File: src/rtl/index_op_pkg.sv
// Shared encodings for the indexed memory-op sequencer: op codes, FSM states, flag layout.
// Small helpers keep op classification and displacement sign-extension in one place.
package index_op_pkg;

  typedef enum logic [2:0] {
    OP_LD_IDX_NN  = 3'd0,
    OP_LD_IDX_MNN = 3'd1,
    OP_LD_MNN_IDX = 3'd2,
    OP_INC_MD     = 3'd3,
    OP_DEC_MD     = 3'd4,
    OP_LD_MD_N    = 3'd5
  } op_e;

  localparam logic [2:0] OP_MAX = 3'd5;

  typedef enum logic [3:0] {
    ST_IDLE     = 4'd0,
    ST_FETCH_LO = 4'd1,
    ST_FETCH_HI = 4'd2,
    ST_READ_LO  = 4'd3,
    ST_READ_HI  = 4'd4,
    ST_MODIFY   = 4'd5,
    ST_WRITE_LO = 4'd6,
    ST_WRITE_HI = 4'd7,
    ST_DONE     = 4'd8
  } state_e;

  // Bit order on the flags port: {S, Z, H, PV, N}; carry is never touched.
  typedef struct packed {
    logic s;
    logic z;
    logic h;
    logic pv;
    logic n;
  } flags_t;

  function automatic logic op_supported(input logic [2:0] op);
    return op <= OP_MAX;
  endfunction

  function automatic logic op_loads_idx(input op_e op);
    return (op == OP_LD_IDX_NN) || (op == OP_LD_IDX_MNN);
  endfunction

  function automatic logic op_is_incdec(input op_e op);
    return (op == OP_INC_MD) || (op == OP_DEC_MD);
  endfunction

  function automatic logic [15:0] sext8(input logic [7:0] d);
    return {{8{d[7]}}, d};
  endfunction

endpackage

File: src/rtl/index_incdec_alu.sv
// 8-bit combinational increment/decrement with S/Z/H/PV/N flag generation.
// Overflow is flagged when the result crosses the signed boundary (0x7F->0x80 or 0x80->0x7F).
module index_incdec_alu
  import index_op_pkg::*;
(
  input  logic [7:0] m_i,
  input  logic       dec_i,
  output logic [7:0] r_o,
  output flags_t     flags_o
);

  always_comb begin
    r_o        = dec_i ? (m_i - 8'd1) : (m_i + 8'd1);
    flags_o.s  = r_o[7];
    flags_o.z  = (r_o == 8'h00);
    flags_o.h  = dec_i ? (m_i[3:0] == 4'h0) : (m_i[3:0] == 4'hF);
    flags_o.pv = dec_i ? (r_o == 8'h7F) : (r_o == 8'h80);
    flags_o.n  = dec_i;
  end

endmodule

File: src/rtl/index_op_sequencer.sv
// Sequences IX/IY memory ops: operand fetch from pc, optional read/modify/write at nn or idx+d, index writeback.
// Memory outputs are decoded from the state register, so they stay stable for as long as mem_ack is withheld.
module index_op_sequencer
  import index_op_pkg::*;
(
  input  logic        clk,
  input  logic        rst_n,
  input  logic        start,
  input  logic [2:0]  op,
  input  logic        is_Y,
  input  logic [15:0] ix,
  input  logic [15:0] iy,
  input  logic [15:0] pc,
  output logic        pc_inc,
  output logic        mem_req,
  output logic        mem_we,
  output logic [15:0] mem_addr,
  output logic [7:0]  mem_wdata,
  input  logic        mem_ack,
  input  logic [7:0]  mem_rdata,
  output logic        ix_we,
  output logic        iy_we,
  output logic [15:0] idx_wdata,
  output logic        flag_we,
  output logic [4:0]  flags,
  output logic        busy,
  output logic        done
);

  state_e      state_q, state_d;
  op_e         op_q, op_d;
  logic        is_y_q, is_y_d;
  logic [15:0] idx_q, idx_d;
  logic [7:0]  opnd_lo_q, opnd_lo_d;
  logic [7:0]  opnd_hi_q, opnd_hi_d;
  logic [7:0]  rd_lo_q, rd_lo_d;
  logic [7:0]  rd_hi_q, rd_hi_d;

  logic        xfer;
  logic [15:0] nn, nn_p1, ea;
  logic [7:0]  alu_r;
  flags_t      alu_flags;

  // opnd_lo doubles as the displacement d for the indexed forms.
  assign nn    = {opnd_hi_q, opnd_lo_q};
  assign nn_p1 = nn + 16'd1;
  assign ea    = idx_q + sext8(opnd_lo_q);
  assign xfer  = mem_req & mem_ack;

  index_incdec_alu u_alu (
    .m_i     (rd_lo_q),
    .dec_i   (op_q == OP_DEC_MD),
    .r_o     (alu_r),
    .flags_o (alu_flags)
  );

  always_comb begin
    state_d   = state_q;
    op_d      = op_q;
    is_y_d    = is_y_q;
    idx_d     = idx_q;
    opnd_lo_d = opnd_lo_q;
    opnd_hi_d = opnd_hi_q;
    rd_lo_d   = rd_lo_q;
    rd_hi_d   = rd_hi_q;
    case (state_q)
      ST_IDLE: begin
        if (start && op_supported(op)) begin
          op_d    = op_e'(op);
          is_y_d  = is_Y;
          idx_d   = is_Y ? iy : ix;
          state_d = ST_FETCH_LO;
        end
      end
      ST_FETCH_LO: begin
        if (xfer) begin
          opnd_lo_d = mem_rdata;
          state_d   = op_is_incdec(op_q) ? ST_READ_LO : ST_FETCH_HI;
        end
      end
      ST_FETCH_HI: begin
        if (xfer) begin
          opnd_hi_d = mem_rdata;
          case (op_q)
            OP_LD_IDX_NN:  state_d = ST_DONE;
            OP_LD_IDX_MNN: state_d = ST_READ_LO;
            default:       state_d = ST_WRITE_LO;
          endcase
        end
      end
      ST_READ_LO: begin
        if (xfer) begin
          rd_lo_d = mem_rdata;
          state_d = (op_q == OP_LD_IDX_MNN) ? ST_READ_HI : ST_MODIFY;
        end
      end
      ST_READ_HI: begin
        if (xfer) begin
          rd_hi_d = mem_rdata;
          state_d = ST_DONE;
        end
      end
      ST_MODIFY:   state_d = ST_WRITE_LO;
      ST_WRITE_LO: begin
        if (xfer) state_d = (op_q == OP_LD_MNN_IDX) ? ST_WRITE_HI : ST_DONE;
      end
      ST_WRITE_HI: begin
        if (xfer) state_d = ST_DONE;
      end
      ST_DONE:     state_d = ST_IDLE;
      default:     state_d = ST_IDLE;
    endcase
  end

  always_comb begin
    pc_inc    = 1'b0;
    mem_req   = 1'b0;
    mem_we    = 1'b0;
    mem_addr  = 16'h0000;
    mem_wdata = 8'h00;
    ix_we     = 1'b0;
    iy_we     = 1'b0;
    idx_wdata = 16'h0000;
    flag_we   = 1'b0;
    flags     = 5'b00000;
    done      = 1'b0;
    busy      = (state_q != ST_IDLE);
    case (state_q)
      ST_FETCH_LO, ST_FETCH_HI: begin
        mem_req  = 1'b1;
        mem_addr = pc;
        pc_inc   = mem_ack;
      end
      ST_READ_LO: begin
        mem_req  = 1'b1;
        mem_addr = (op_q == OP_LD_IDX_MNN) ? nn : ea;
      end
      ST_READ_HI: begin
        mem_req  = 1'b1;
        mem_addr = nn_p1;
      end
      ST_MODIFY: begin
        flag_we = 1'b1;
        flags   = alu_flags;
      end
      ST_WRITE_LO: begin
        mem_req = 1'b1;
        mem_we  = 1'b1;
        case (op_q)
          OP_LD_MNN_IDX: begin
            mem_addr  = nn;
            mem_wdata = idx_q[7:0];
          end
          OP_LD_MD_N: begin
            mem_addr  = ea;
            mem_wdata = opnd_hi_q;
          end
          default: begin
            mem_addr  = ea;
            mem_wdata = alu_r;
          end
        endcase
      end
      ST_WRITE_HI: begin
        mem_req   = 1'b1;
        mem_we    = 1'b1;
        mem_addr  = nn_p1;
        mem_wdata = idx_q[15:8];
      end
      ST_DONE: begin
        done = 1'b1;
        if (op_loads_idx(op_q)) begin
          ix_we     = ~is_y_q;
          iy_we     = is_y_q;
          idx_wdata = (op_q == OP_LD_IDX_NN) ? nn : {rd_hi_q, rd_lo_q};
        end
      end
      default: ;
    endcase
  end

  always_ff @(posedge clk or negedge rst_n) begin
    if (!rst_n) begin
      state_q   <= ST_IDLE;
      op_q      <= OP_LD_IDX_NN;
      is_y_q    <= 1'b0;
      idx_q     <= 16'h0000;
      opnd_lo_q <= 8'h00;
      opnd_hi_q <= 8'h00;
      rd_lo_q   <= 8'h00;
      rd_hi_q   <= 8'h00;
    end else begin
      state_q   <= state_d;
      op_q      <= op_d;
      is_y_q    <= is_y_d;
      idx_q     <= idx_d;
      opnd_lo_q <= opnd_lo_d;
      opnd_hi_q <= opnd_hi_d;
      rd_lo_q   <= rd_lo_d;
      rd_hi_q   <= rd_hi_d;
    end
  end

endmodule

File: config.mk
export PLATFORM = sky130hd
export DESIGN_NAME = index_op_sequencer
export DESIGN_NICKNAME = d
export VERILOG_FILES = /design/src/rtl/index_op_pkg.sv /design/src/rtl/index_incdec_alu.sv /design/src/rtl/index_op_sequencer.sv
export SDC_FILE = /design/constraint.sdc
export NUM_CORES = 1
export LEC_CHECK = 0
export CAP_MARGIN = 15
export CORE_ASPECT_RATIO = 1.2
export CORE_MARGIN = 5
export CORE_UTILIZATION = 55
export CTS_CLUSTER_DIAMETER = 50
export DETAILED_ROUTE_END_ITERATION = 16
export PLACE_DENSITY = 0.86
export RECOVER_POWER = 100
export SETUP_SLACK_MARGIN = 0.15
export SLEW_MARGIN = 10
export SYNTH_ARGS = -nofsm -noshare
export SYNTH_HDL_FRONTEND = slang
export SYNTH_SLANG_ARGS = --single-unit
File: constraint.sdc
create_clock -name clk -period 7.2 [get_ports clk]
set_clock_uncertainty 0.1 [all_clocks]
set_input_delay 2.16 -clock clk [delete_from_list [all_inputs] [get_ports clk]]
set_output_delay 2.16 -clock clk [all_outputs]
set_load 0.01 [all_outputs]
==> results of run 1 <==
## state kept, by name (all words and copies together) (netlist names)
| register | count |
|---|---|
| state_q | 4 |
| opnd_lo_q | 8 |
| is_y_q | 1 |
| idx_q | 16 |
| op_q | 3 |
| rd_lo_q | 8 |
| opnd_hi_q | 8 |
| rd_hi_q | 8 |
## worst min path at each step
stage	to	slack [ns]	cells past startpoint
floorplan	idx_q[10]	0.38	2
global placement	rd_hi_q[4]	0.39	1
detailed placement	rd_hi_q[7]	0.40	1
CTS	rd_hi_q[4]	0.43	1
global route	rd_hi_q[7]	0.45	1
finish	rd_hi_q[4]	0.43	1
## stage by stage
step | utilization | hold WS [ns] | cell area (µm²) | setup slack (ns)
2_1_floorplan | - | 0.378 | 4990 | 2.16
3_3_place_gp | 0.691 | 0.389 | 6180 | 1.29
3_5_place_dp | 0.691 | 0.399 | 6180 | 1.24
4_1_cts | 0.702 | 0.425 | 6270 | 0.862
5_1_grt | 0.702 | 0.446 | 6270 | 0.537
6_report | 0.702 | 0.426 | 6270 | 0.809
## power by group
group          leakage (nW)  total [W]  internal [W]  switching [W]
registers             0.684   0.000837      0.000464       0.000373
logic                  1.91    0.00178      0.000808       0.000971
clock network        0.0463   0.000186     0.0000717       0.000114
## layout make-up
cell class | count | area, µm² | share of cell area
Clock buffer | 5 | 68.8 | 0.0110
Multi-Input combinational cell | 504 | 3390 | 0.540
Tap cell | 120 | 150 | 0.0239
Clock inverter | 3 | 27.5 | 0.00439
Inverter | 14 | 52.6 | 0.00838
Sequential cell | 56 | 1400 | 0.223
Timing Repair Buffer | 121 | 1190 | 0.189
## logic make-up (layout without fill, tap and decap cells)
family,count (synthesis),in the layout,synth area share
AO/OA/AOI/OAI,184,184,0.239
XOR/XNOR,22,22,0.0386
adder cells (fa/ha/maj),21,21,0.0541
buffers and inverters,53,143,0.0421
flip-flops,56,56,0.281
multiplexers,55,55,0.119
AND/OR/NAND/NOR,222,222,0.227
## layout by cell type (no fill, tap or decap), drive strengths merged, types with 5 or more instances in the layout
cell type,n
nor4,6
ha,20
nor3,9
o31ai,7
o21ai,53
nor2b,13
mux2i,19
inv,14
xor2,14
nor2,35
and3,7
clkbuf,8
dfrtp,56
nand2b,6
mux2,36
nand2,85
nand3,19
a21boi,5
dlygate4sd3,53
and2,6
a21oi,48
o211ai,8
nand4,10
o221ai,5
a211oi,6
clkdlybuf4s50,62
or3,7
xnor2,8
o22ai,8
nor4b,5
## metal layers
metal  track usage  wire (µm)  up-vias
met2         0.499       8130      257
met4         0.150        779        0
met1         0.339       6450     2511
li1              -          -     2449
met3        0.0427       1050       51
met5             0          0        -
==> results.py, run 1 <==
metrics = {
    "detailed_routing": {
        "drt_iter0_drc": 440,
        "routed_wl_um": 16400,
        "first_pass_iters": 6,
        "route.vias.total": 5268,
        "wl_per_cell_um": 19.9,
        "drc": 0,
        "routed_via_density": 6.40,
        "drtAntennaViolNets": 0,
    },
    "clock_network": {
        "cts.sinks": 56,
        "cts_max_level": 2,
        "postCtsHoldBufs": 0,
        "clk_latency_ns": 0.32,
        "path_clk_slew_ns": 0.10,
        "cts_setup_buffers": 0,
        "cts_tree": "done",
        "cts_buffers": 5,
        "cts_resized": 0,
        "cts_buffer_depth": 2,
        "cts_root_buf": "clkbuf_8",
    },
    "yosys": {
        "synth_edf_count": 0,
        "ys_async_sr_fraction": 1.00,
        "synthesis.nets": 698,
        "syn_area_per_cell_um2": 8.15,
        "ys_seq_area_frac": 0.281,
        "synth_warnings": 0,
        "syn_area_mm2": 0.00499,
        "ys_types": 70,
        "yosys.area.top_type": "dfrtp_1",
        "synth_common_cells": "nand2_1, dfrtp_1, a21oi_1, o21ai_0, mux2_2",
        "synth_most_common_cell": "nand2_1",
        "synth_top_flop_cell": "dfrtp_1",
        "ys_ff_latch": 56,
        "synth_cells": 613,
        "synth_top_area_share": 0.281,
        "synth_area_leaders": "dfrtp_1, mux2_2, nand2_1",
    },
    "worst_setup_path": {
        "r2r-start": "state_q[0]",
        "critical_path_class": "reg -> out",
        "cp.depth": 10,
        "cp_slowest_cell": "dfrtp_1",
        "critPathCaptureType": "output port",
        "crit_family": "simple AND/OR/NAND/NOR gates",
        "cp_data_required_time_ns": 4.94,
        "crit_chain": "nor3b_4 -> xnor2_1 -> ha_1 -> or3_1 -> o22ai_2 -> xnor2_1 -> a21boi_0 -> nand4bb_1 -> a2111oi_2 -> clkdlybuf4s50_1",
        "r2r_slack_ns": 4.48,
        "r2r_end": "is_y_q",
        "cpPeakStageDelay_ns": 0.72,
        "critPathArrivalTime_ns": 4.13,
        "critPathBufInv": 1,
        "cp-startpoint": "op_q[2]",
        "worstSetupStartpointType": "flop",
        "reg2regPathDepth": 4,
        "critical_path.most_common_cell": "xnor2_1",
        "critPathMaxFanout": 20,
        "crit_end": "flags[1]",
    },
    "timing": {
        "fmaxAchievable_mhz": 156,
        "min_period_ns": 6.39,
        "setup_viol_count_final": 0,
        "final_hold_viol_count": 0,
        "tightest_slew_ns": 2.96,
        "period_share": 0.888,
        "relSlewSlack": -0.971,
        "rsz0062_at_grt": "no",
        "final_max_slew_viol_count": 57,
        "finalSetupTns_ns": 0,
    },
    "min_path": {
        "hp-class": "reg -> reg",
        "min_from": "rd_hi_q[4]",
    },
    "global_route": {
        "grt_pass1_wl_um": 26000,
        "grt_pass1_vias": 5180,
        "grt_max_degree": 57,
        "grt_overflow": 0,
        "groute.usage.overall": 0.285,
        "antenna_found_initial": 0,
    },
    "floorplanning": {
        "dieArea_mm2": 0.0111,
        "core-area_mm2": 0.00894,
        "die_h_um": 114,
        "io_pins": 117,
        "die_w_um": 97.0,
        "start_util": 0.559,
        "placementRows": 38,
    },
    "run_status": {
        "violations": "capacitance limit, slew limit",
        "status": "finished with violations",
    },
    "pwr": {
        "power.ir.vdd_worst_mv": 0.291,
        "leakagePower_nw": 2.64,
        "total_power_w": 0.00280,
        "cellPowerDensity_mw_per_mm2": 447,
    },
    "run": {
        "drv_cap": 1,
    },
    "layout": {
        "n_fill_cell": 762,
        "area_growth_pct": 25.6,
        "nets": 787,
        "drive_gt1_frac": 0.0825,
        "antenna_cells": 0,
        "final_cells": 823,
    },
    "placement": {
        "io_buffers": 116,
        "globalplace.congestion": 0.966,
        "placed_cells_incl_taps": 814,
        "dp_hpwl_um": 12600,
    },
}
Power figures use the tool's default switching activity.
==> run 2, diff against run 1 <==
--- a/config.mk
+++ b/config.mk
@@ -8,10 +8,10 @@
 export CAP_MARGIN = 15
 export CORE_ASPECT_RATIO = 1.2
 export CORE_MARGIN = 5
-export CORE_UTILIZATION = 55
+export CORE_UTILIZATION = 30
 export CTS_CLUSTER_DIAMETER = 50
 export DETAILED_ROUTE_END_ITERATION = 16
-export PLACE_DENSITY = 0.86
+export PLACE_DENSITY = 0.52
 export RECOVER_POWER = 100
 export SETUP_SLACK_MARGIN = 0.15
 export SLEW_MARGIN = 10
==> run 2 against run 1 <==
Cell count is 11% higher. Non-clock buffer count stayed put. First-iteration DRC count is 1.6% lower. The flow still finishes with violations (capacitance limit, slew limit).
==> results.py, run 2 (synthesized netlist as in run 1, its figures left out) <==
metrics = {
    "pwr": {
        "leakagePower_nw": 2.66,
        "power.ir.vdd_worst_mv": 0.191,
        "cellPowerDensity_mw_per_mm2": 451,
    },
    "clock_network": {
        "cts_setup_buffers": 0,
        "cts_buffers": 5,
        "cts.sinks": 56,
        "cts_tree": "done",
        "cts_buffer_depth": 2,
        "path_clk_slew_ns": 0.08,
        "postCtsHoldBufs": 0,
        "clk_latency_ns": 0.30,
        "cts_root_buf": "clkbuf_16",
        "cts_max_level": 2,
        "cts_resized": 0,
    },
    "layout": {
        "max_flop_register": "idx_q",
        "most-common-layout-cells": "nand2_1, clkdlybuf4s50_1, dfrtp_1",
        "drive_gt1_frac": 0.0825,
        "largest_reg_flops": 16,
        "antenna_cells": 0,
        "final_common_cell": "nand2_1",
        "nets": 787,
        "register_area_mm2": 0.00140,
        "area_growth_pct": 29.1,
        "n_fill_cell": 1726,
        "multi_input_area_mm2": 0.00339,
    },
    "floorplanning": {
        "die_h_um": 151,
        "core-area_mm2": 0.0163,
        "start_util": 0.307,
        "io_pins": 117,
        "placementRows": 51,
        "die_w_um": 128,
        "dieArea_mm2": 0.0193,
    },
    "worst_setup_path": {
        "worstSetupStartpointType": "flop",
        "critPathMaxFanout": 20,
        "critPathBufInv": 1,
        "critical_path.most_common_cell": "xnor2_1",
        "cp_slowest_cell": "dfrtp_1",
        "critPathCaptureType": "output port",
        "cp-startpoint": "op_q[2]",
        "r2r-start": "state_q[0]",
        "crit_family": "simple AND/OR/NAND/NOR gates",
        "cp_data_required_time_ns": 4.94,
        "critPathArrivalTime_ns": 4.18,
        "critical_path_class": "reg -> out",
        "crit_chain": "nor3b_4 -> xnor2_1 -> ha_1 -> or3_1 -> o22ai_2 -> xnor2_1 -> a21boi_1 -> nand4bb_1 -> a2111oi_2 -> dlygate4sd3_1",
        "cpPeakStageDelay_ns": 0.70,
    },
    "global_route": {
        "grt_overflow": 0,
        "grt_pass1_wl_um": 28200,
        "grt_max_degree": 57,
        "antenna_found_initial": 0,
        "groute.usage.overall": 0.184,
        "grt_pass1_vias": 5060,
    },
    "placement": {
        "dp_slack_ns": 1.12,
        "globalplace.congestion": 0.902,
        "dp_hpwl_um": 14100,
        "io_buffers": 116,
    },
    "run": {
        "drv_cap": 2,
    },
    "timing": {
        "relSlewSlack": -1.06,
        "period_share": 0.894,
        "rsz0062_at_grt": "no",
        "setup_viol_count_final": 0,
        "min_period_ns": 6.44,
        "final_hold_viol_count": 0,
        "tightest_slew_ns": 3.09,
        "final_max_slew_viol_count": 74,
        "finalSetupTns_ns": 0,
        "fin_ws_ns": 0.762,
        "fmaxAchievable_mhz": 155,
    },
    "detailed_routing": {
        "routed_wl_um": 18100,
        "route.vias.total": 5141,
        "routed_via_density": 5.62,
        "drt_iter0_drc": 433,
        "first_pass_iters": 5,
        "drtAntennaViolNets": 0,
        "drc": 0,
        "wl_per_cell_um": 19.8,
    },
    "run_status": {
        "status": "finished with violations",
        "violations": "capacitance limit, slew limit",
    },
    "min_path": {
        "hp-class": "reg -> reg",
        "min_from": "rd_hi_q[0]",
    },
}
[run 2: path summary, 6_finish.rpt]
| check | endpoint | slack [ns] | cells past startpoint |
|---|---|---|---|
| setup / recovery | flags[1] | 0.76 | 10 |
| hold reg to reg | rd_hi_q[0] | 0.41 | 1 |
| hold / removal | rd_hi_q[0] | 0.41 | 1 |
| setup reg to reg | op_q[0] | 4.58 | 3 |
| min in group asynchronous | rd_hi_q[5] | 2.86 | 2 |
| max in group asynchronous | idx_q[3] | 2.39 | 2 |
[run 2: layer usage]
| metal | share of wire | vias up | wire, µm | global-route usage |
|---|---|---|---|---|
| met4 | 0.027 | 0 | 483 | 0.0632 |
| li1 | - | 2454 | - | - |
| met3 | 0.044 | 27 | 803 | 0.0212 |
| met2 | 0.50 | 167 | 9030 | 0.319 |
| met5 | 0 | - | 0 | 0 |
| met1 | 0.43 | 2493 | 7820 | 0.235 |
[run 2: worst register-to-register path: stages, from the launching register on]
cell and delay [ns]:
dfrtp_1 0.66, nor2_1 0.31, nand3_1 0.84, mux2_2 0.59
[run 2: through the flow]
stage	total power [W]	hold slack, ns	util	cell area (µm²)	instances
after global routing	0.00314	0.424	0.396	6440	915
after detailed placement	0.00268	0.396	0.388	6310	907
final	0.00290	0.413	0.396	6440	915
after CTS	0.00295	0.414	0.397	6460	915
after global placement	0.00266	0.390	0.388	6310	907
after floorplan	0.00198	0.378	-	4990	613
[run 2: cell type report]
class	instances	area share
Timing Repair Buffer	121	0.184
Multi-Input combinational cell	504	0.526
Sequential cell	56	0.217
Inverter	14	0.00815
Clock inverter	3	0.00427
Tap cell	212	0.0412
Clock buffer	5	0.0194
[run 2: power breakdown]
part | leakage [nW] | switching (W) | internal [W]
Combinational | 1.90 | 0.000988 | 0.000819
Clock | 0.0719 | 0.000121 | 0.000132
Sequential | 0.684 | 0.000379 | 0.000465
Total | 2.66 | 0.00149 | 0.00142
==> run 3, diff against run 2 <==
--- a/config.mk
+++ b/config.mk
@@ -10,6 +10,7 @@
 export CORE_MARGIN = 5
 export CORE_UTILIZATION = 30
 export CTS_CLUSTER_DIAMETER = 50
+export CTS_CLUSTER_SIZE = 20
 export DETAILED_ROUTE_END_ITERATION = 16
 export PLACE_DENSITY = 0.52
 export RECOVER_POWER = 100
==> results of run 3 <==
No change in the layout: final DEF, timing and power equal those of run 2.
